==> src/rtl/nth_root_seq_pkg.sv <==
// Shared types and width helpers for the fixed-point n-th root engine.
// State encoding and default Q-format widths.
package nth_root_pkg;

  typedef enum logic [2:0] {
    IDLE,
    LOAD,
    POW,
    CMP,
    DONE
  } state_t;

  localparam int DEF_INT_W  = 10;
  localparam int DEF_FRAC_W = 10;
  localparam int DEF_EXP_W  = 3;

  function automatic int calc_w(input int int_w, input int frac_w);
    return int_w + frac_w;
  endfunction

endpackage

==> src/rtl/nth_root_seq_if.sv <==
// Operand/result handshake bundle for the n-th root engine.
// Master issues operands and consumes results; slave is the engine.
interface nth_root_seq_if #(
  parameter int INT_W  = 10,
  parameter int FRAC_W = 10,
  parameter int EXP_W  = 3
);
  localparam int W = INT_W + FRAC_W;

  logic              in_valid;
  logic              in_ready;
  logic [INT_W-1:0]  in_data_1;
  logic [EXP_W-1:0]  in_data_2;
  logic              out_valid;
  logic              out_ready;
  logic [W-1:0]      out_data;
  logic              out_exact;
  logic              out_err;

  modport master (
    output in_valid, in_data_1, in_data_2, out_ready,
    input  in_ready, out_valid, out_data, out_exact, out_err
  );

  modport slave (
    input  in_valid, in_data_1, in_data_2, out_ready,
    output in_ready, out_valid, out_data, out_exact, out_err
  );
endinterface

==> src/rtl/nth_root_seq_pow_unit.sv <==
// Iterated truncating power: p = cand^n in Q format, one multiply per cycle.
// done is raised during the final multiply so the caller can move on next edge.
module nth_root_pow_unit #(
  parameter int W      = 20,
  parameter int FRAC_W = 10,
  parameter int EXP_W  = 3
) (
  input  logic             clk,
  input  logic             rst_n,
  input  logic             start,
  input  logic [W-1:0]     cand,
  input  logic [EXP_W-1:0] n,
  output logic [W-1:0]     p,
  output logic             ovf,
  output logic             done
);
  logic [W-1:0]     c_q;
  logic [EXP_W-1:0] cnt;
  logic [2*W-1:0]   prod;
  logic [2*W-1:0]   sh;

  assign prod = {{W{1'b0}}, p} * {{W{1'b0}}, c_q};
  assign sh   = prod >> FRAC_W;
  assign done = cnt == EXP_W'(1);

  always_ff @(posedge clk) begin
    if (!rst_n) begin
      p   <= '0;
      c_q <= '0;
      cnt <= '0;
      ovf <= 1'b0;
    end else if (start) begin
      p   <= cand;
      c_q <= cand;
      cnt <= n - EXP_W'(1);
      ovf <= 1'b0;
    end else if (cnt != '0) begin
      // anything spilling past W bits makes the candidate too large
      p   <= sh[W-1:0];
      ovf <= ovf | (|sh[2*W-1:W]);
      cnt <= cnt - EXP_W'(1);
    end
  end
endmodule

==> src/rtl/nth_root_seq.sv <==
// Bit-serial fixed-point n-th root, MSB first, floor-truncated result.
// Owns the sequencing FSM, trial-bit registers and result handshake.
module nth_root_seq
  import nth_root_pkg::*;
#(
  parameter int INT_W  = DEF_INT_W,
  parameter int FRAC_W = DEF_FRAC_W,
  parameter int EXP_W  = DEF_EXP_W
) (
  input logic            clk,
  input logic            rst_n,
  nth_root_seq_if.slave  io
);
  localparam int W = calc_w(INT_W, FRAC_W);
  localparam logic [W-1:0] MSB = {1'b1, {(W-1){1'b0}}};

  state_t           st, st_nx;
  logic [INT_W-1:0] x_q;
  logic [EXP_W-1:0] n_q;
  logic [W-1:0]     bit_q, bit_nx;
  logic [W-1:0]     res_q, res_nx;
  logic [W-1:0]     tgt_q, tgt_nx;
  logic [W-1:0]     cand, pow_cand, p;
  logic             exact_q, exact_nx;
  logic             err_q, err_nx;
  logic             start, ovf, pow_done, keep, accept;

  assign accept = io.in_valid && io.in_ready;
  assign cand   = res_q | bit_q;
  assign keep   = !ovf && (p <= tgt_q);

  nth_root_pow_unit #(
    .W      (W),
    .FRAC_W (FRAC_W),
    .EXP_W  (EXP_W)
  ) u_pow (
    .clk   (clk),
    .rst_n (rst_n),
    .start (start),
    .cand  (pow_cand),
    .n     (n_q),
    .p     (p),
    .ovf   (ovf),
    .done  (pow_done)
  );

  always_ff @(posedge clk) begin
    if (!rst_n) begin
      st      <= IDLE;
      x_q     <= '0;
      n_q     <= '0;
      bit_q   <= '0;
      res_q   <= '0;
      tgt_q   <= '0;
      exact_q <= 1'b0;
      err_q   <= 1'b0;
    end else begin
      st      <= st_nx;
      bit_q   <= bit_nx;
      res_q   <= res_nx;
      tgt_q   <= tgt_nx;
      exact_q <= exact_nx;
      err_q   <= err_nx;
      if (accept) begin
        x_q <= io.in_data_1;
        n_q <= io.in_data_2;
      end
    end
  end

  always_comb begin
    st_nx    = st;
    bit_nx   = bit_q;
    res_nx   = res_q;
    tgt_nx   = tgt_q;
    exact_nx = exact_q;
    err_nx   = err_q;
    start    = 1'b0;
    unique case (st)
      IDLE: begin
        if (accept) begin
          st_nx    = LOAD;
          exact_nx = 1'b0;
          err_nx   = 1'b0;
        end
      end
      LOAD: begin
        bit_nx = MSB;
        res_nx = '0;
        tgt_nx = W'(x_q) << FRAC_W;
        unique case (1'b1)
          (n_q == '0): begin
            res_nx = '1;
            err_nx = 1'b1;
            st_nx  = DONE;
          end
          (n_q == EXP_W'(1)): begin
            res_nx   = tgt_nx;
            exact_nx = 1'b1;
            st_nx    = DONE;
          end
          (x_q == '0): begin
            exact_nx = 1'b1;
            st_nx    = DONE;
          end
          default: begin
            start = 1'b1;
            st_nx = POW;
          end
        endcase
      end
      POW: begin
        if (pow_done) st_nx = CMP;
      end
      CMP: begin
        if (keep) res_nx = cand;
        if (keep && p == tgt_q) begin
          exact_nx = 1'b1;
          st_nx    = DONE;
        end else begin
          bit_nx = bit_q >> 1;
          if (bit_nx == '0) begin
            st_nx = DONE;
          end else begin
            start = 1'b1;
            st_nx = POW;
          end
        end
      end
      DONE: begin
        if (io.out_ready) st_nx = IDLE;
      end
      default: st_nx = IDLE;
    endcase
    // next trial value is seeded from the updated registers
    pow_cand = res_nx | bit_nx;
  end

  assign io.in_ready  = st == IDLE;
  assign io.out_valid = st == DONE;
  assign io.out_data  = io.out_valid ? res_q : '0;
  assign io.out_exact = io.out_valid && exact_q;
  assign io.out_err   = io.out_valid && err_q;
endmodule
==> src/flat_wrapper.sv <==
// flat-port wrapper written by rule: the top's interface ports become plain ports
module nth_root_seq_flat import nth_root_pkg::*;
#(
  parameter int INT_W  = DEF_INT_W,
  parameter int FRAC_W = DEF_FRAC_W,
  parameter int EXP_W  = DEF_EXP_W
)
  (clk, rst_n, io_in_valid, io_in_data_1, io_in_data_2, io_out_ready, io_in_ready, io_out_valid, io_out_data, io_out_exact, io_out_err);
  nth_root_seq_if #(.INT_W(INT_W), .FRAC_W(FRAC_W), .EXP_W(EXP_W)) io_i ();
  input logic clk;
  input logic rst_n;
  input wire logic [$bits(io_i.in_valid)-1:0] io_in_valid;
  input wire logic [$bits(io_i.in_data_1)-1:0] io_in_data_1;
  input wire logic [$bits(io_i.in_data_2)-1:0] io_in_data_2;
  input wire logic [$bits(io_i.out_ready)-1:0] io_out_ready;
  output wire logic [$bits(io_i.in_ready)-1:0] io_in_ready;
  output wire logic [$bits(io_i.out_valid)-1:0] io_out_valid;
  output wire logic [$bits(io_i.out_data)-1:0] io_out_data;
  output wire logic [$bits(io_i.out_exact)-1:0] io_out_exact;
  output wire logic [$bits(io_i.out_err)-1:0] io_out_err;
  assign io_i.in_valid = io_in_valid;
  assign io_i.in_data_1 = io_in_data_1;
  assign io_i.in_data_2 = io_in_data_2;
  assign io_i.out_ready = io_out_ready;
  assign io_in_ready = io_i.in_ready;
  assign io_out_valid = io_i.out_valid;
  assign io_out_data = io_i.out_data;
  assign io_out_exact = io_i.out_exact;
  assign io_out_err = io_i.out_err;
  nth_root_seq #(.INT_W(INT_W), .FRAC_W(FRAC_W), .EXP_W(EXP_W)) u_core (.clk(clk), .rst_n(rst_n), .io(io_i));
endmodule
==> config.mk <==
export PLATFORM = sky130hd
export DESIGN_NAME = nth_root_seq_flat
export DESIGN_NICKNAME = d
export VERILOG_FILES = /design/src/rtl/nth_root_seq_pkg.sv /design/src/rtl/nth_root_seq_if.sv /design/src/rtl/nth_root_seq_pow_unit.sv /design/src/rtl/nth_root_seq.sv /design/src/flat_wrapper.sv
export SDC_FILE = /design/constraint.sdc
export NUM_CORES = 1
export LEC_CHECK = 0
export CAP_MARGIN = 20
export CORE_ASPECT_RATIO = 0.75
export CORE_MARGIN = 2
export CORE_UTILIZATION = 45
export DETAILED_ROUTE_END_ITERATION = 7
export MAX_ROUTING_LAYER = met4
export PLACE_DENSITY_LB_ADDON = 0.2
export SETUP_SLACK_MARGIN = 0.2
export SLEW_MARGIN = 0
export SYNTH_ARGS = -nofsm -noshare
export SYNTH_HDL_FRONTEND = slang
export SYNTH_HIERARCHICAL = 1
export SYNTH_SLANG_ARGS = --single-unit
export TNS_END_PERCENT = 10
==> constraint.sdc <==
create_clock -name clk -period 18.6 [get_ports clk]
set_input_delay 5.58 -clock clk [delete_from_list [all_inputs] [get_ports clk]]
set_output_delay 5.58 -clock clk [all_outputs]
set_load 0.01 [all_outputs]
Word-level counts from Yosys, hierarchy flattened
Cells that the tools add are included.
{"block": "word_totals", "output_inout_bits": 24, "wordCells": 81, "regBits": 112, "input_bits": 17}
{"block": "classes", "n_addsub": 2, "mux": 27, "eq_ne": 13, "n_mul": 1, "n_bitwise": 4, "reduce_logical": 21, "order_cmp": 1}
{"op": "$pmux 20 s2", "n": 3}
{"op": "$mux 20", "n": 5}
{"op": "$mul 20x20->40", "n": 1}
{"op": "$or 20x20->20", "n": 2}
{"op": "$mux 3", "n": 8}
{"op": "$eq 20x20->1", "n": 1}
{"op": "$le 20x20->1", "n": 1}
{"op": "$logic_not 20->1", "n": 1}
{"op": "$pmux 3 s5", "n": 1}
{"op": "$logic_not 10->1", "n": 1}
{"op": "$reduce_or 10->1", "n": 1}
{"op": "$eq 3x1->1 const B", "n": 3}
{"op": "$mux 1", "n": 7}
{"op": "$eq 3x2->1 const B", "n": 2}
{"op": "$logic_not 3->1", "n": 2}
{"op": "$ne 2x1->1 const B", "n": 3}
{"op": "$ne 2x2->1 const B", "n": 3}
{"op": "$reduce_and 3->1", "n": 2}
{"op": "$reduce_bool 3->1", "n": 2}
{"op": "$sub 3x1->3 const B", "n": 2}
{"op": "$logic_and 1x1->1", "n": 5}
{"op": "$pmux 1 s2", "n": 2}
{"op": "$reduce_and 4->1", "n": 1}
{"op": "$reduce_bool 2->1", "n": 2}
{"op": "7 further kinds", "n": 8}

Longest topological paths before layout
Gate-level depths: netlist of run 1.
{"block": "depth", "depth_word": 7, "ltp_mapped": 28, "ltp_nobuf": 26}

Cells and area by module
Netlist of run 1, hierarchy kept.
{"mod": "nth_root_pow_unit", "cells_each": 1735, "instances": 1, "area_each_um2": 15334.7}
{"mod": "nth_root_seq", "cells_each": 436, "instances": 1, "area_each_um2": 3552.2}

Worst setup path before layout of run 1
OpenSTA, ideal clock, no wires.
{"block": "synth_path", "kind": "reg2out", "startpoint": "register u_core.st[1]", "endpoint": "output port io_out_data[10]", "setup_slack_ns": 11.629, "path_stages_with_launch": 5, "n_path_buf": 2, "required_ns": 13.020, "t_arrival_ns": 1.391, "cell_sequence": "dfxtp_1 buf_1 nor3b_1 clkbuf_1 and2_1"}
{"block": "synth_via", "elab_chain_cells": 2}
{"item": "from (decl)", "line": "nth_root_seq.sv:17", "source": "state_t st, st_nx;"}
{"item": "from (signal assigned)", "line": "nth_root_seq.sv:58", "source": "st <= st_nx;"}
{"item": "$eq 3x3->1", "line": "nth_root_seq.sv:140", "source": "assign io.out_valid = st == DONE;"}
{"item": "named net io_out_valid", "line": "flat_wrapper.sv:17", "source": "output wire logic [$bits(io_i.out_valid)-1:0] io_out_valid;"}
{"item": "$mux 20", "line": "nth_root_seq.sv:141", "source": "assign io.out_data = io.out_valid ? res_q : '0;"}
{"item": "to (decl)", "line": "flat_wrapper.sv:18", "source": "output wire logic [$bits(io_i.out_data)-1:0] io_out_data;"}
The timed path passes the listed nets, and every way through them passes these cells.

Final worst setup path of run 1
{"block": "layout_path", "startpoint": "register u_core.st[1]", "endpoint": "output port io_out_data[7]"}
{"block": "layout_via", "elab_chain_cells": 2}
{"item": "$eq 3x3->1", "line": "nth_root_seq.sv:140"}
{"item": "$mux 20", "line": "nth_root_seq.sv:141"}
Every way passes these cells.

==> results.cfg, run 1 <==
[synthesis]
avgSynthCellArea_um2 = 8.70
synth_compound_area_frac = 0.109
syn_nets = 2669
yosys.cell_count.top_type = inv_1
yosysTopAreaCellShare = 0.338
ys_top_cells_by_count = 385 x inv_1, 319 x fa_1, 292 x nand2_1
ys_seq_area_frac = 0.119
synth_xor_area_frac = 0.0130
synthCells = 2171
async_flop_share = 0
synth-simple-area-share = 0.194
muxShareOfSynthArea = 0.0117
synth_adder_area_share = 0.445
syn-cell-area_um2 = 18900
synth_top_flop_cell = dfxtp_1
synth_top_area_cell = fa_1
yosysWarningCount = 6
yosysUniqueCellTypes = 71
synth_edf_count = 0
synth_seq_cells = 112
synth_top_family_by_area = adder cells
synth_area_leaders = fa_1 34%, dfxtp_1 12%, ha_1 11%

[critical_path]
crit_path_end_kind = output pin
required_ns = 13.02
critPathLaunchType = register
r2r-start = u_core/u_pow/p[7]$_SDFFE_PN0P_
reg2reg_to = u_core/u_pow/ovf$_SDFFE_PP0P_
r2r_slack_ns = 10.94
r2r_cells = 25
critPathMaxFanout = 31
critPathKind = reg2out
crit_arrival_ns = 2.43

[clock_tree]
h-tree-depth = 3
cts-root-buf = clkbuf_16
insertion_delay_ns = 0.37
postCtsSetupBuffers = 0
clkTransAtPathRegs_ns = 0.08
cts_hold_buf = 0
numCtsBuffers = 9
cts_sinks = 112
post_cts_resized = 0
clockBufferDepth = 2
cts_tree = yes

[detailed_routing]
wl_mm = 50.1
drc_errors = 0
post_drt_wl_per_cell_um = 18.6
dr.pass1.iters = 5
detail-route-antenna-nets = 0
num_vias = 14300
via_per_inst = 5.32
drtIter0Drc = 833

[die]
fp.dieArea_um2 = 43600
die_h_um = 181
die_x_um = 241
core_area_um2 = 41100
io_pins = 41
num_rows = 64
initial_core_util = 0.460

[sta]
setup_viol = 0
finalCritPeriodShare = 0.431
whs_ns = 0.454
clock.fmax_mhz = 125
relSlewSlack = 0.252
slew_viol_final = 0
finalHoldViolCount = 0
tns_ns = 0
rsz0062_at_grt = false
min_period_ns = 8.01
finalWorstSetupSlack_ns = 10.59
worst_pin_slew_ns = 1.12
fin_skew_ns = 0.0201

[cells_and_area]
n_antenna_cell = 0
area_growth_pct = 6.07
multi_input_area_um2 = 14600
nNetsFinal = 2625
layout-drive-gt1-share = 0.0432
regArea_um2 = 2240
design_area_um2 = 20000
nFillCells = 3949
post-route-util = 0.488

[global_route]
grtUsageTotal = 0.246
grt_overflow_total = 0
grt_pass1_vias = 14900
antenna_found_initial = 2
grt_pass1_wl_mm = 81.6
grt_max_degree = 96

[place]
post-place-ws_ns = 10.56
dpl_cell_area_um2 = 19700
io_buffers = 40
place_congestion = 0.861
hpwl_mm = 37.7

[pwr]
peakVddDrop_mv = 0.0562
cellLeakagePower_nw = 9.82
power_density_nw_per_um2 = 36.5

[job]
cap_violations = 0

[min_path]
min_from = u_core/err_q$_SDFFE_PN0P_
holdPathStages = 2
hold_end = u_core/err_q$_SDFFE_PN0P_
min_path_type = reg2reg

[run_status]
status = finished, final reports clean
## cell type report
class                   count  area share
clock buffers               9      0.0112
multi-input cells        1538       0.730
repair buffers             81      0.0357
flip-flops and latches    112       0.112
inverters                 385      0.0721
well taps                 561      0.0350
clock inverters             7     0.00418
## registers in the layout, indices dropped and copies added (netlist names)
signal / count
u_core/bit_q: 20
u_core/res_q: 20
u_core/u_pow/c_q: 20
u_core/u_pow/p: 20
u_core/tgt_q: 10
u_core/x_q: 10
u_core/n_q: 3
u_core/st: 3
u_core/u_pow/cnt: 3
u_core/err_q: 1
u_core/exact_q: 1
u_core/u_pow/ovf: 1
## through the flow
| step | instances | power (mW) |
|---|---|---|
| after global placement | 2674 | 0.521 |
| final | 2693 | 0.731 |
| after floorplan | 2171 | 0.438 |
| after global routing | 2693 | 0.769 |
| after detailed placement | 2675 | 0.530 |
| after CTS | 2691 | 0.727 |
## per-layer routing
metal  part of all wire  vias to the layer above  track usage
li1                   -                     6659            -
met3              0.055                       51       0.0354
met5                  0                        -            -
met4              0.019                        0       0.0465
met2               0.46                      324        0.385
met1               0.46                     7298        0.343
## report_power, final
group / internal [mW] / total, mW / switching (mW)
Sequential: 0.256 / 0.287 / 0.0304
Clock: 0.0963 / 0.199 / 0.102
Combinational: 0.0814 / 0.246 / 0.165
Total: 0.434 / 0.731 / 0.297
## worst max-delay path, cell delays in order (launching register included)
cell	delay (ns)
dfxtp_1	1.07
nor3b_2	0.14
buf_6	0.21
and2_1	0.16
clkdlybuf4s50_1	0.48
## worst max path at each step
stage                         startpoint  slack, ns              end
2_1_floorplan  u_core/st[1]$_SDFFE_PN0P_      11.63  io_out_data[10]
3_3_place_gp   u_core/st[1]$_SDFFE_PN0P_      10.68   io_out_data[1]
3_5_place_dp   u_core/st[1]$_SDFFE_PN0P_      10.56  io_out_data[13]
4_1_cts        u_core/st[1]$_SDFFE_PN0P_      10.17  io_out_data[13]
5_1_grt        u_core/st[1]$_SDFFE_PN0P_      10.48   io_out_data[7]
6_report       u_core/st[1]$_SDFFE_PN0P_      10.59   io_out_data[7]
## cell usage in the layout (no fill, tap or decap), types with 11 or more instances in the layout
| cell type | netlist | layout |
|---|---|---|
| nor3_1 | 11 | 11 |
| fa_1 | 319 | 319 |
| mux2i_1 | 22 | 22 |
| nand2_1 | 292 | 292 |
| dfxtp_1 | 112 | 112 |
| a221oi_1 | 21 | 21 |
| a22o_1 | 38 | 38 |
| nor2_1 | 30 | 30 |
| o21ai_0 | 64 | 64 |
| a21boi_0 | 27 | 27 |
| and2_1 | 276 | 276 |
| clkdlybuf4s50_1 | 0 | 39 |
| buf_4 | 8 | 39 |
| a21o_1 | 12 | 11 |
| nor2b_1 | 29 | 28 |
| inv_1 | 385 | 385 |
| ha_1 | 162 | 162 |
| o211a_1 | 12 | 12 |
| xnor2_1 | 16 | 16 |
| nand4_1 | 12 | 12 |
| a21oi_1 | 61 | 61 |
| xor2_1 | 12 | 12 |
## cell families after synthesis
logic type | Yosys count
xor+xnor | 28
fa+ha+maj | 481
mux | 22
simple gates | 713
compound gates | 294
buf+inv | 521
flops | 112
Note: power is estimated with default switching activity, not from simulation.
==> run 2, diff against run 1 <==
==> constraint.sdc (replaced) <==
create_clock -name clk -period 7.38 [get_ports clk]
set_input_delay 2.214 -clock clk [delete_from_list [all_inputs] [get_ports clk]]
set_output_delay 2.214 -clock clk [all_outputs]
set_load 0.01 [all_outputs]
==> results.cfg, run 2 (synthesized netlist as in run 1, its figures left out) <==
[cells_and_area]
nFillCells = 4003
final_cell_mix = 385 x inv_1, 319 x fa_1, 292 x nand2_1, 276 x and2_1, 158 x ha_1
final_cells = 2724
mostFrequentLayoutCell = inv_1
layout-drive-gt1-share = 0.0712
nNetsFinal = 2655
area_growth_pct = 7.96
design_area_um2 = 20400

[min_path]
holdPathStages = 2
min_path_type = reg2reg
min_from = u_core/err_q$_SDFFE_PN0P_

[die]
initial_core_util = 0.460
die_x_um = 241
fp.dieArea_um2 = 43600
num_rows = 64
io_pins = 41
core_area_um2 = 41100
die_h_um = 181

[detailed_routing]
drtIter0Drc = 983
drc_errors = 0
via_per_inst = 5.34
wl_mm = 50.6
dr.pass1.iters = 5
num_vias = 14500
post_drt_wl_per_cell_um = 18.6
detail-route-antenna-nets = 0

[sta]
slew_viol_final = 0
rsz0062_at_grt = false
setup_viol = 0
min_period_ns = 6.99
clock.fmax_mhz = 143
finalCritPeriodShare = 0.948
finalHoldViolCount = 0
worst_pin_slew_ns = 1.09
fin_skew_ns = 0.0179
relSlewSlack = 0.274
tns_ns = 0
finalWorstSetupSlack_ns = 0.385

[clock_tree]
clkTransAtPathRegs_ns = 0.09
h-tree-depth = 3
clockBufferDepth = 2
cts_hold_buf = 0
cts_sinks = 112
insertion_delay_ns = 0.37
cts-root-buf = clkbuf_16
cts_tree = yes
numCtsBuffers = 9

[pwr]
cellLeakagePower_nw = 10.0
power_density_nw_per_um2 = 93.2
peakVddDrop_mv = 0.122

[critical_path]
critPathKind = reg2reg
endpoint = u_core/u_pow/ovf$_SDFFE_PP0P_
required_ns = 7.62
slowest_stage = dfxtp_2
r2r_slack_ns = 0.39
r2r_cells = 24
reg2reg_to = u_core/u_pow/ovf$_SDFFE_PP0P_
crit_path_end_kind = register
critPathMaxFanout = 13
path_cells = buf_4 > and2_1 > fa_1 > fa_1 > inv_1 > fa_1 > inv_1 > ha_1 > ha_1 > fa_1 > inv_1 > fa_1 > inv_1 > ha_1 > and3_4 > a21o_4 > o221ai_2 > o211a_1 > o211ai_1 > and4_1 > a211oi_1 > xor2_1 > nand4_1 > o31a_1
critPathLaunchType = register
crit_arrival_ns = 7.24
cpPeakStageDelay_ns = 0.67
r2r-start = u_core/u_pow/p[4]$_SDFFE_PN0P_
critPathLaunch = u_core/u_pow/p[4]$_SDFFE_PN0P_
critPathMostFrequentCell = fa_1

[place]
place_congestion = 0.927
dpl_cell_area_um2 = 19900
io_buffers = 40
hpwl_mm = 40.2
dp_cells = 2703
post-place-ws_ns = 0.127

[global_route]
grt_pass1_wl_mm = 83.2
grt_overflow_total = 0
grt_pass1_vias = 15200
antenna_found_initial = 1
grt_max_degree = 50
grtUsageTotal = 0.250

[run_status]
status = finished, final reports clean

[job]
cap_violations = 0
[run 2: cell types whose count changed in the layout (fill, tap and decap cells not counted), sizes merged]
| cell | change |
|---|---|
| inv | +1 |
| diode | +1 |
| buf | +30 |
| clkinv | -1 |
[run 2: layer usage]
| metal | GRT usage | part of all wire | vias up |
|---|---|---|---|
| li1 | - | - | 6734 |
| met1 | 0.360 | 0.48 | 7382 |
| met2 | 0.381 | 0.45 | 367 |
| met3 | 0.0322 | 0.051 | 52 |
| met4 | 0.0400 | 0.016 | 0 |
| met5 | - | 0 | - |
[run 2: layout make-up]
| type | count | area [µm²] | share of cell area |
|---|---|---|---|
| inverter | 385 | 1450 | 0.0709 |
| tap | 561 | 702 | 0.0344 |
| timing repair buffer | 111 | 957 | 0.0469 |
| multi-input combinational | 1538 | 14700 | 0.719 |
| antenna | 1 | 2.50 | 0.000123 |
| clock buffer | 9 | 225 | 0.0110 |
| sequential | 112 | 2290 | 0.113 |
| clock inverter | 7 | 98.8 | 0.00485 |
[run 2: how the worst min path moves through the flow]
stage                                                to  slack, ns
after floorplan               u_core/err_q$_SDFFE_PN0P_       0.42
after global placement        u_core/err_q$_SDFFE_PN0P_       0.45
after detailed placement      u_core/err_q$_SDFFE_PN0P_       0.46
after CTS                     u_core/err_q$_SDFFE_PN0P_       0.47
after global routing      u_core/tgt_q[13]$_SDFFE_PN0P_       0.50
final                         u_core/err_q$_SDFFE_PN0P_       0.47
[run 2: metrics by stage]
stage	util	hold slack (ns)	power (mW)
global route	0.496	0.499	1.99
finish	0.496	0.468	1.90
detailed placement	0.485	0.458	1.35
global placement	0.485	0.452	1.34
floorplan	-	0.419	1.10
CTS	0.493	0.471	1.88
[run 2: repair_timing]
item	CTS	global route
endpoints found under the hold margin	0	0
setup endpoints to repair	1	3
buffers inserted	0	3
pin swaps	0	5
gates resized for setup	8	36
[run 2: critical path: cells and delay by family, from the launching register on]
kind | cells | cell delay [ns]
AOI/OAI and AO/OA | 6 | 1.56
DFF | 1 | 0.67
and+or+nand+nor | 4 | 0.72
buffers and inverters | 5 | 0.45
xor gates and xnor gates | 1 | 0.20
adders and majority gates | 8 | 3.26
[run 2: power breakdown]
group          internal, mW  leakage, nW  switching [mW]
Sequential            0.648        0.925          0.0653
Combinational         0.221         8.93           0.437
Clock                 0.250        0.155           0.279
==> run 3, diff against run 2 <==
--- a/config.mk
+++ b/config.mk
@@ -8,7 +8,7 @@
 export CAP_MARGIN = 20
 export CORE_ASPECT_RATIO = 0.75
 export CORE_MARGIN = 2
-export CORE_UTILIZATION = 45
+export CORE_UTILIZATION = 35
 export DETAILED_ROUTE_END_ITERATION = 7
 export MAX_ROUTING_LAYER = met4
 export PLACE_DENSITY_LB_ADDON = 0.2
==> results.cfg, run 3 (synthesized netlist as in run 1, its figures left out) <==
[detailed_routing]
via_per_inst = 4.98
detail-route-antenna-nets = 0
drtIter0Drc = 969
post_drt_wl_per_cell_um = 17.6
wl_mm = 50.8
drc_errors = 0
dr.pass1.iters = 5
num_vias = 14400

[clock_tree]
cts_sinks = 112
cts_hold_buf = 0
numCtsBuffers = 9
insertion_delay_ns = 0.36
cts-root-buf = clkbuf_16
h-tree-depth = 3
clkTransAtPathRegs_ns = 0.08
clockBufferDepth = 2
cts_tree = yes

[pwr]
p_int_mw = 1.14
peakVddDrop_mv = 0.112
power.switching_mw = 0.748
fin_total_pwr_mw = 1.89
combPwrFrac = 0.328
cellLeakagePower_nw = 10.1
power_frac_clock = 0.285
netSwitchingFraction = 0.397
power_density_nw_per_um2 = 91.2
pwr-share-seq = 0.387

[global_route]
grt_pass1_wl_mm = 83.5
grtUsageMet3 = 0.0133
globalRouteMet2Util = 0.309
grt_overflow_total = 0
grt.met1_usage = 0.278
grtUsageTotal = 0.193
grt_busiest_layer = met2
grt_max_degree = 42
grt_pass1_vias = 15200
antenna_found_initial = 0

[min_path]
min_path_type = reg2reg
hold_end = u_core/err_q$_SDFFE_PN0P_
holdPathStages = 2
min_from = u_core/err_q$_SDFFE_PN0P_

[place]
place_congestion = 0.897
io_buffers = 40
dpl_cell_area_um2 = 20200
hpwl_mm = 41.1

[cells_and_area]
final_cell_mix = 385 x inv_1, 319 x fa_1, 292 x nand2_1, 276 x and2_1, 161 x ha_1
mostFrequentLayoutCell = inv_1
design_area_um2 = 20700
layout-drive-gt1-share = 0.0727
n_antenna_cell = 0
nNetsFinal = 2666
area_growth_pct = 9.53

[sta]
fin_skew_ns = 0.0203
slew_viol_final = 0
finalHoldViolCount = 0
setup_viol = 0
worst_pin_slew_ns = 1.10
clock.fmax_mhz = 144
tns_ns = 0
relSlewSlack = 0.267
rsz0062_at_grt = true
finalCritPeriodShare = 0.944
min_period_ns = 6.96

[critical_path]
crit_path_end_kind = register
r2r_cells = 21
reg2reg_to = u_core/u_pow/ovf$_SDFFE_PP0P_
critPathLaunchType = register
required_ns = 7.62
critPathMaxFanout = 15
critPathKind = reg2reg
r2r_slack_ns = 0.42
crit_arrival_ns = 7.21
r2r-start = u_core/u_pow/p[13]$_SDFFE_PN0P_

[die]
io_pins = 41
core_area_um2 = 53200
num_rows = 73
die_x_um = 272
initial_core_util = 0.355
die_h_um = 205
fp.dieArea_um2 = 55900

[job]
cap_violations = 0

[run_status]
status = finished, final reports clean
-- run 3: changes by cell type in the layout (fill, tap and decap cells not counted), moves of 2 or more --
cell	before	now
dfxtp_4	8	2
inv_8	0	3
inv_6	2	0
dfxtp_2	18	15
dfxtp_1	86	95
ha_2	4	0
inv_12	2	0
ha_1	158	161
buf_4	68	78
-- run 3: critical path: stages (launching register included) --
cell,delay [ns]
dfxtp_1,0.60
buf_4,0.38
nand2_1,0.13
fa_1,0.47
fa_1,0.54
inv_1,0.05
fa_1,0.55
fa_1,0.43
fa_1,0.52
fa_1,0.42
ha_1,0.29
ha_1,0.36
a21o_1,0.20
a21oi_1,0.22
and2_4,0.23
o2111ai_4,0.18
nand2_4,0.18
o21ai_4,0.10
a21o_2,0.23
a2111oi_4,0.34
nand4_1,0.11
o31a_1,0.29
-- run 3: final cells by class --
| type | instances | area (µm²) |
|---|---|---|
| clock buffers | 9 | 225 |
| clock inverters | 7 | 105 |
| fillers | 5521 | 32500 |
| inverters | 385 | 1450 |
| multi-input cells | 1538 | 14700 |
| flip-flops and latches | 112 | 2270 |
| well taps | 712 | 891 |
| repair buffers | 122 | 1040 |
-- run 3: how the worst max path moves through the flow --
stage / start / endpoint / slack (ns) / cells after the start
after CTS: u_core/u_pow/c_q[7]$_SDFFE_PN0P_ / u_core/u_pow/ovf$_SDFFE_PP0P_ / 0.20 / 23
after floorplan: u_core/u_pow/p[12]$_SDFFE_PN0P_ / u_core/u_pow/ovf$_SDFFE_PP0P_ / 0.74 / 25
after global routing: u_core/u_pow/c_q[5]$_SDFFE_PN0P_ / u_core/u_pow/ovf$_SDFFE_PP0P_ / 0.16 / 24
final: u_core/u_pow/p[13]$_SDFFE_PN0P_ / u_core/u_pow/ovf$_SDFFE_PP0P_ / 0.42 / 21
after detailed placement: u_core/u_pow/p[2]$_SDFFE_PN0P_ / u_core/u_pow/ovf$_SDFFE_PP0P_ / 0.05 / 22
after global placement: u_core/u_pow/c_q[6]$_SDFFE_PN0P_ / u_core/u_pow/p[15]$_SDFFE_PN0P_ / 0.11 / 24
-- run 3: through the flow --
| step | worst slack (ns) | hold WS (ns) | instances | util |
|---|---|---|---|---|
| after floorplan | 0.738 | 0.419 | 2171 | - |
| after global placement | 0.107 | 0.435 | 2866 | 0.380 |
| after detailed placement | 0.0514 | 0.455 | 2866 | 0.380 |
| after CTS | 0.201 | 0.468 | 2882 | 0.387 |
| after global routing | 0.159 | 0.486 | 2885 | 0.389 |
| final | 0.415 | 0.467 | 2885 | 0.389 |
-- run 3: power groups by stage --
stage          combinational (mW)  sequential [mW]  clock, mW
6_report                    0.620            0.730      0.538
5_1_grt                     0.683            0.736      0.576
4_1_cts                     0.605            0.729      0.552
3_5_place_dp                0.602            0.742          0
3_3_place_gp                0.596            0.740          0
2_1_floorplan               0.418            0.685          0
-- run 3: per-layer routing --
metal / wire (µm) / up-vias
li1: - / 6736
met1: 24900 / 7290
met2: 23600 / 307
met3: 1900 / 30
met4: 428 / 0
met5: 0 / -
-- run 3: timing repair --
action,4_1_cts,5_1_grt
cloned,0,0
setup buffers,0,1
setup endpoints to repair,2,3
gates resized for setup,11,24
pin swaps,0,15
==> patch 1 (config.mk and constraints of run 2) <==
Change the package constant `DEF_INT_W` from 10 to 5.
--- a/src/rtl/nth_root_seq_pkg.sv
+++ b/src/rtl/nth_root_seq_pkg.sv
@@ -10,7 +10,7 @@
     DONE
   } state_t;
 
-  localparam int DEF_INT_W  = 10;
+  localparam int DEF_INT_W  = 5;
   localparam int DEF_FRAC_W = 10;
   localparam int DEF_EXP_W  = 3;
 
Ports: changed (resized io_in_data_1 and io_out_data); port bits go from 41 to 31. No check against the original RTL was run, so the function may have changed too.
==> patch 1 against run 2 <==
Sequential cell count decreased by 30; final area decreased by 39%; area after synthesis decreased by 39%; final cell count decreased by 40%; setup slack improved by 380 ps; power decreased by 29%; wire length decreased by 43%; synthesized cell count decreased by 40%; via count decreased by 39%; sequential share of layout area increased by 1.9 points; non-clock buffer count decreased by 64.
==> patch 1: results (changes against run 2) <==
| Metric | Value |
|---|---|
| Total Wirelength | 29100 um (-43%) |
| Worst hold path class | register to register |
| Leak pwr | 0.00599 uW (-40%) |
| Status | finished, final reports clean |
| CP Launch Point | u_core/u_pow/c_q[6] |
| NetSw | 464 uW (-41%) |
| DP HPWL | 22700 um (-43%) |
| Synth area leaders | fa_1 (29%), dfxtp_1 (14%), ha_1 (11%) |
| Initial drt markers | 684 (-30%) |
| VDD IR max | 0.121 mV (-0.99%) |
| Clock latency on the worst-skew pair | 350 ps (-20 ps) |
| Place WS | 828 ps (+700 ps) |
| Post-synth top cells | inv_1 (180), and2_1 (170), fa_1 (166), nand2_1 (166), ha_1 (100) |
| Fraction of registers with async set/reset | 0 (unchanged) |
| Wire length of the first global-routing pass | 48500 um (-42%) |
| Combinational share of power | 0.252 (-0.094) |
| # resized after CTS | 0 (-8) |
| Initial antenna violation count | 0 (-1) |
| GR Layer Usage met1 | 0.343 (-0.0168) |
| Fill count | 2463 (-38%) |
| Layout cells sized above 1 | 0.0400 (-0.0312) |
| Clock root cell | clkbuf_16 |
| Slew margin rel. | 0.317 (+0.0428) |
| Routed len/inst | 17.8 um (-4.4%) |
| Seq/Total Area, Yosys | 0.142 (+0.0230) |
| Setup Skew | 8.64 ps (-9.29 ps) |
| Clock transition at the registers of the reported paths | 70 ps (-20 ps) |
| Synth cell types | 71 (unchanged) |
| Total power | 1360 uW (-29%) |
| Post-Syn Instances | 1306 (-40%) |
| CP Max Fanout | 17 (+4) |
| CTS H-tree lvls | 3 (unchanged) |
| Main synth FF type | dfxtp_1 |
| Flop pwr share | 0.374 (about the same) |
| Post-Syn Area | 0.0116 mm2 (-39%) |
| DR pass1 iterations | 7 (+2) |
| Synth warn | 6 (unchanged) |
| Syn Nets | 1584 (-41%) |
| Tot GR Track Use | 0.235 (-0.0149) |
| Met3 usage | 0.0391 (+0.00685) |
| DR vias/cell | 5.43 (+1.7%) |
| Number of flops mapped to enable cells by yosys | 0 (unchanged) |
| Placer congestion estimate | 0.890 (-4.0%) |
| Largest net degree at the start of global routing | 85 (+70%) |
| Vias in the first global route | 8981 (-41%) |
| Clk buf depth | 2 (unchanged) |
| Beginning of the worst hold path | u_core/exact_q |
| CP arrival | 6850 ps (-390 ps) |
| PortBufs | 30 (-25%) |
| CTS Buf Count | 9 (unchanged) |
| Post-CTS Setup Bufs | 0 (unchanged) |
| GRT met2 Usage | 0.343 (-0.0380) |
==> patch 1: final cells by class <==
| cell class | instances | area, um2 | area share |
|---|---|---|---|
| Clock inverter | 7 | 106 | 0.00853 |
| Tap cell | 338 | 423 | 0.0339 |
| Inverter | 181 | 679 | 0.0545 |
| Antenna cell | 1 | 2.50 | 0.000201 |
| Timing Repair Buffer | 47 | 423 | 0.0339 |
| Clock buffer | 9 | 225 | 0.0181 |
| Multi-Input combinational cell | 973 | 8960 | 0.719 |
| Sequential cell | 82 | 1640 | 0.132 |
==> patch 1: critical path, stage by stage (launching register included) <==
cell	delay [ps]
dfxtp_1	900
nand2_1	180
fa_1	610
fa_1	460
fa_1	540
inv_1	50
fa_1	450
fa_1	500
inv_1	60
fa_1	470
inv_1	40
ha_1	370
a21oi_2	210
o21ai_2	90
a211oi_2	310
o31ai_2	150
o31ai_4	440
mux2_4	340
nor4_1	200
a211oi_1	110
==> patch 1: routing by layer <==
layer,vias to the layer above,share of wire
met5,-,0
li1,4226,-
met3,25,0.059
met4,0,0.012
met1,4408,0.50
met2,230,0.43
==> patch 1: logic make-up after synthesis <==
kind of cell | Yosys count | share of synthesized area
adder cells (fa/ha/maj) | 266 | 0.395
AO/OA/AOI/OAI | 215 | 0.139
AND/OR/NAND/NOR | 453 | 0.206
flip-flops | 82 | 0.142
XOR/XNOR | 18 | 0.0143
multiplexers | 21 | 0.0186
buffers and inverters | 251 | 0.0850
==> patch 1: final timing paths <==
| kind | endpoint | slack [ps] | depth (start not counted) |
|---|---|---|---|
| min reg2reg | u_core/exact_q | 460 | 2 |
| max reg2reg | u_core/u_pow/ovf | 760 | 19 |
| min | u_core/exact_q | 460 | 2 |
| max | u_core/u_pow/ovf | 760 | 19 |
==> patch 2 (settings of run 2) <==
Made on the original files. Register the output `io.out_err`; this adds one clock of latency there.
--- a/src/rtl/nth_root_seq.sv
+++ b/src/rtl/nth_root_seq.sv
@@ -140,5 +140,7 @@
   assign io.out_valid = st == DONE;
   assign io.out_data  = io.out_valid ? res_q : '0;
   assign io.out_exact = io.out_valid && exact_q;
-  assign io.out_err   = io.out_valid && err_q;
+  always_ff @(posedge clk) begin
+    io.out_err <= io.out_valid && err_q;
+  end
 endmodule
Check against the original RTL: not equivalent (a bounded check fails within 4 cycles, from zero or initial values and one cycle with rst_n low).
==> patch 2 against run 2 <==
Core utilization up 0.68 points; synthesized cell count about the same; count of clock-buffer cells in the layout up 10; wire length down 1.1%; sequential share of layout area down 0.15 points; setup slack better by 89 ps; area after synthesis up 0.11%; final area up 1.4%; first-iteration DRC count down 10%; sequential cell count up 1; power up 12%.
==> patch 2: results (changes against run 2) <==
| Metric | Value |
|---|---|
| VDD IR max | 0.173 mV (+42%) |
| Hold path depth | 2 (unchanged) |
| CTS Buf Count | 17 (+8) |
| Clock latency on the worst-skew pair | 410 ps (+40 ps) |
| Seq/Total Area, Yosys | 0.120 (+0.000933) |
| Status | finished, final reports clean |
| Place WS | 180 ps (+52.3 ps) |
| Layout cells sized above 1 | 0.0779 (+0.00664) |
| Largest net degree at the start of global routing | 57 (+14%) |
| Met3 usage | 0.0261 (-0.00608) |
| Area share of xor/xnor cells in the synthesized design | 0.0130 (-0.0000137) |
| Slew margin rel. | 0.314 (+0.0407) |
| Fill count | 3936 (-1.7%) |
| Vias | 14400 (-0.72%) |
| Synth area leaders | fa_1 (34%), dfxtp_1 (12%), ha_1 (11%) |
| CTS H-tree lvls | 4 (+1) |
| Initial drt markers | 885 (-10%) |
| Adder-cell area share of the yosys netlist | 0.445 (-0.000472) |
| Vias in the first global route | 15300 (+0.29%) |
| Avg Inst Size Synth | 8.70 um2 (about the same) |
| Mux share of post-synthesis cell area | 0.0116 (-0.0000123) |
| DR pass1 iterations | 7 (+2) |
| Metal2 WL | 23000 um (+0.57%) |
| GRT met2 Usage | 0.383 (+0.00184) |
| Total Wirelength | 50100 um (-1.1%) |
| Wl on met1 | 24500 um (+0.71%) |
| Clock root cell | clkbuf_16 |
| Worst reg2reg setup slack | 470 ps (+90 ps) |
| Leak pwr | 0.0102 uW (+1.6%) |
| CP arrival | 7200 ps (-40 ps) |
| Met3 WL post-DR | 1890 um (-27%) |
| Non-filler cells, final | 2745 (+0.77%) |
| Placer congestion estimate | 0.933 (+0.69%) |
| DP HPWL | 39900 um (-0.53%) |
| CP Max Fanout | 10 (-3) |
| CP peak stage delay | 570 ps (-100 ps) |
| Wire length of the first global-routing pass | 82300 um (-1.1%) |
| Clock transition at the registers of the reported paths | 60 ps (-30 ps) |
| Synth Area in Compound Gates | 0.109 (-0.000116) |
| Setup Skew | 13.6 ps (-4.29 ps) |
| Tot GR Track Use | 0.246 (-0.00398) |
| GR Layer Usage met1 | 0.351 (-0.00958) |
| Main synth FF type | dfxtp_1 |
| Reg2reg path depth | 24 (unchanged) |
| Fmax | 145 MHz (+1.3%) |
| CP max-delay cell | fa_1 |
| Synth cell types | 71 (unchanged) |
-- patch 2: worst register-to-register path: stages, from the launching register on --
cell	delay, ps
dfxtp_2	430
and2_1	230
fa_1	540
inv_1	60
fa_1	510
fa_1	520
inv_1	60
fa_1	570
fa_1	430
fa_1	520
inv_1	60
fa_1	490
inv_1	50
ha_1	290
buf_4	160
a21oi_1	180
o21ai_0	160
nor3b_1	250
o311ai_0	210
buf_4	190
a31oi_1	340
o21ai_0	170
xor2_1	170
nor3_1	140
nor3_1	60
-- patch 2: cell type report --
cell class                 count  area [um2]  share of cell area
timing repair buffer         115         993              0.0481
multi-input combinational   1538       14700               0.710
inverter                     385        1450              0.0699
clock inverter                13         101             0.00490
tap                          561         702              0.0340
clock buffer                  19         453              0.0219
antenna                        1        2.50            0.000121
sequential                   113        2290               0.111
-- patch 2: what timing repair did --
action	CTS	global route
endpoints found under the setup margin	1	3
gates resized for setup	1	37
buffers inserted	0	1
pin swaps	0	7
-- patch 2: path summary, 6_finish.rpt --
kind	from	endpoint
max reg2reg	u_core/u_pow/c_q[5]	u_core/u_pow/p[15]
min	u_core/err_q	u_core/err_q
max	u_core/u_pow/c_q[5]	u_core/u_pow/p[15]
min reg2reg	u_core/err_q	u_core/err_q
-- patch 2: metrics by stage --
step | hold slack [ps] | instance area, um2
after floorplan | 419 | 18900
after global placement | 437 | 20000
after detailed placement | 438 | 20000
after CTS | 447 | 20500
after global routing | 482 | 20700
final | 443 | 20700
-- patch 2: where the power goes --
part / internal, uW / total, uW / switching [uW]
Combinational: 223 / 639 / 416
Clock: 450 / 761 / 311
Sequential: 653 / 727 / 73.5
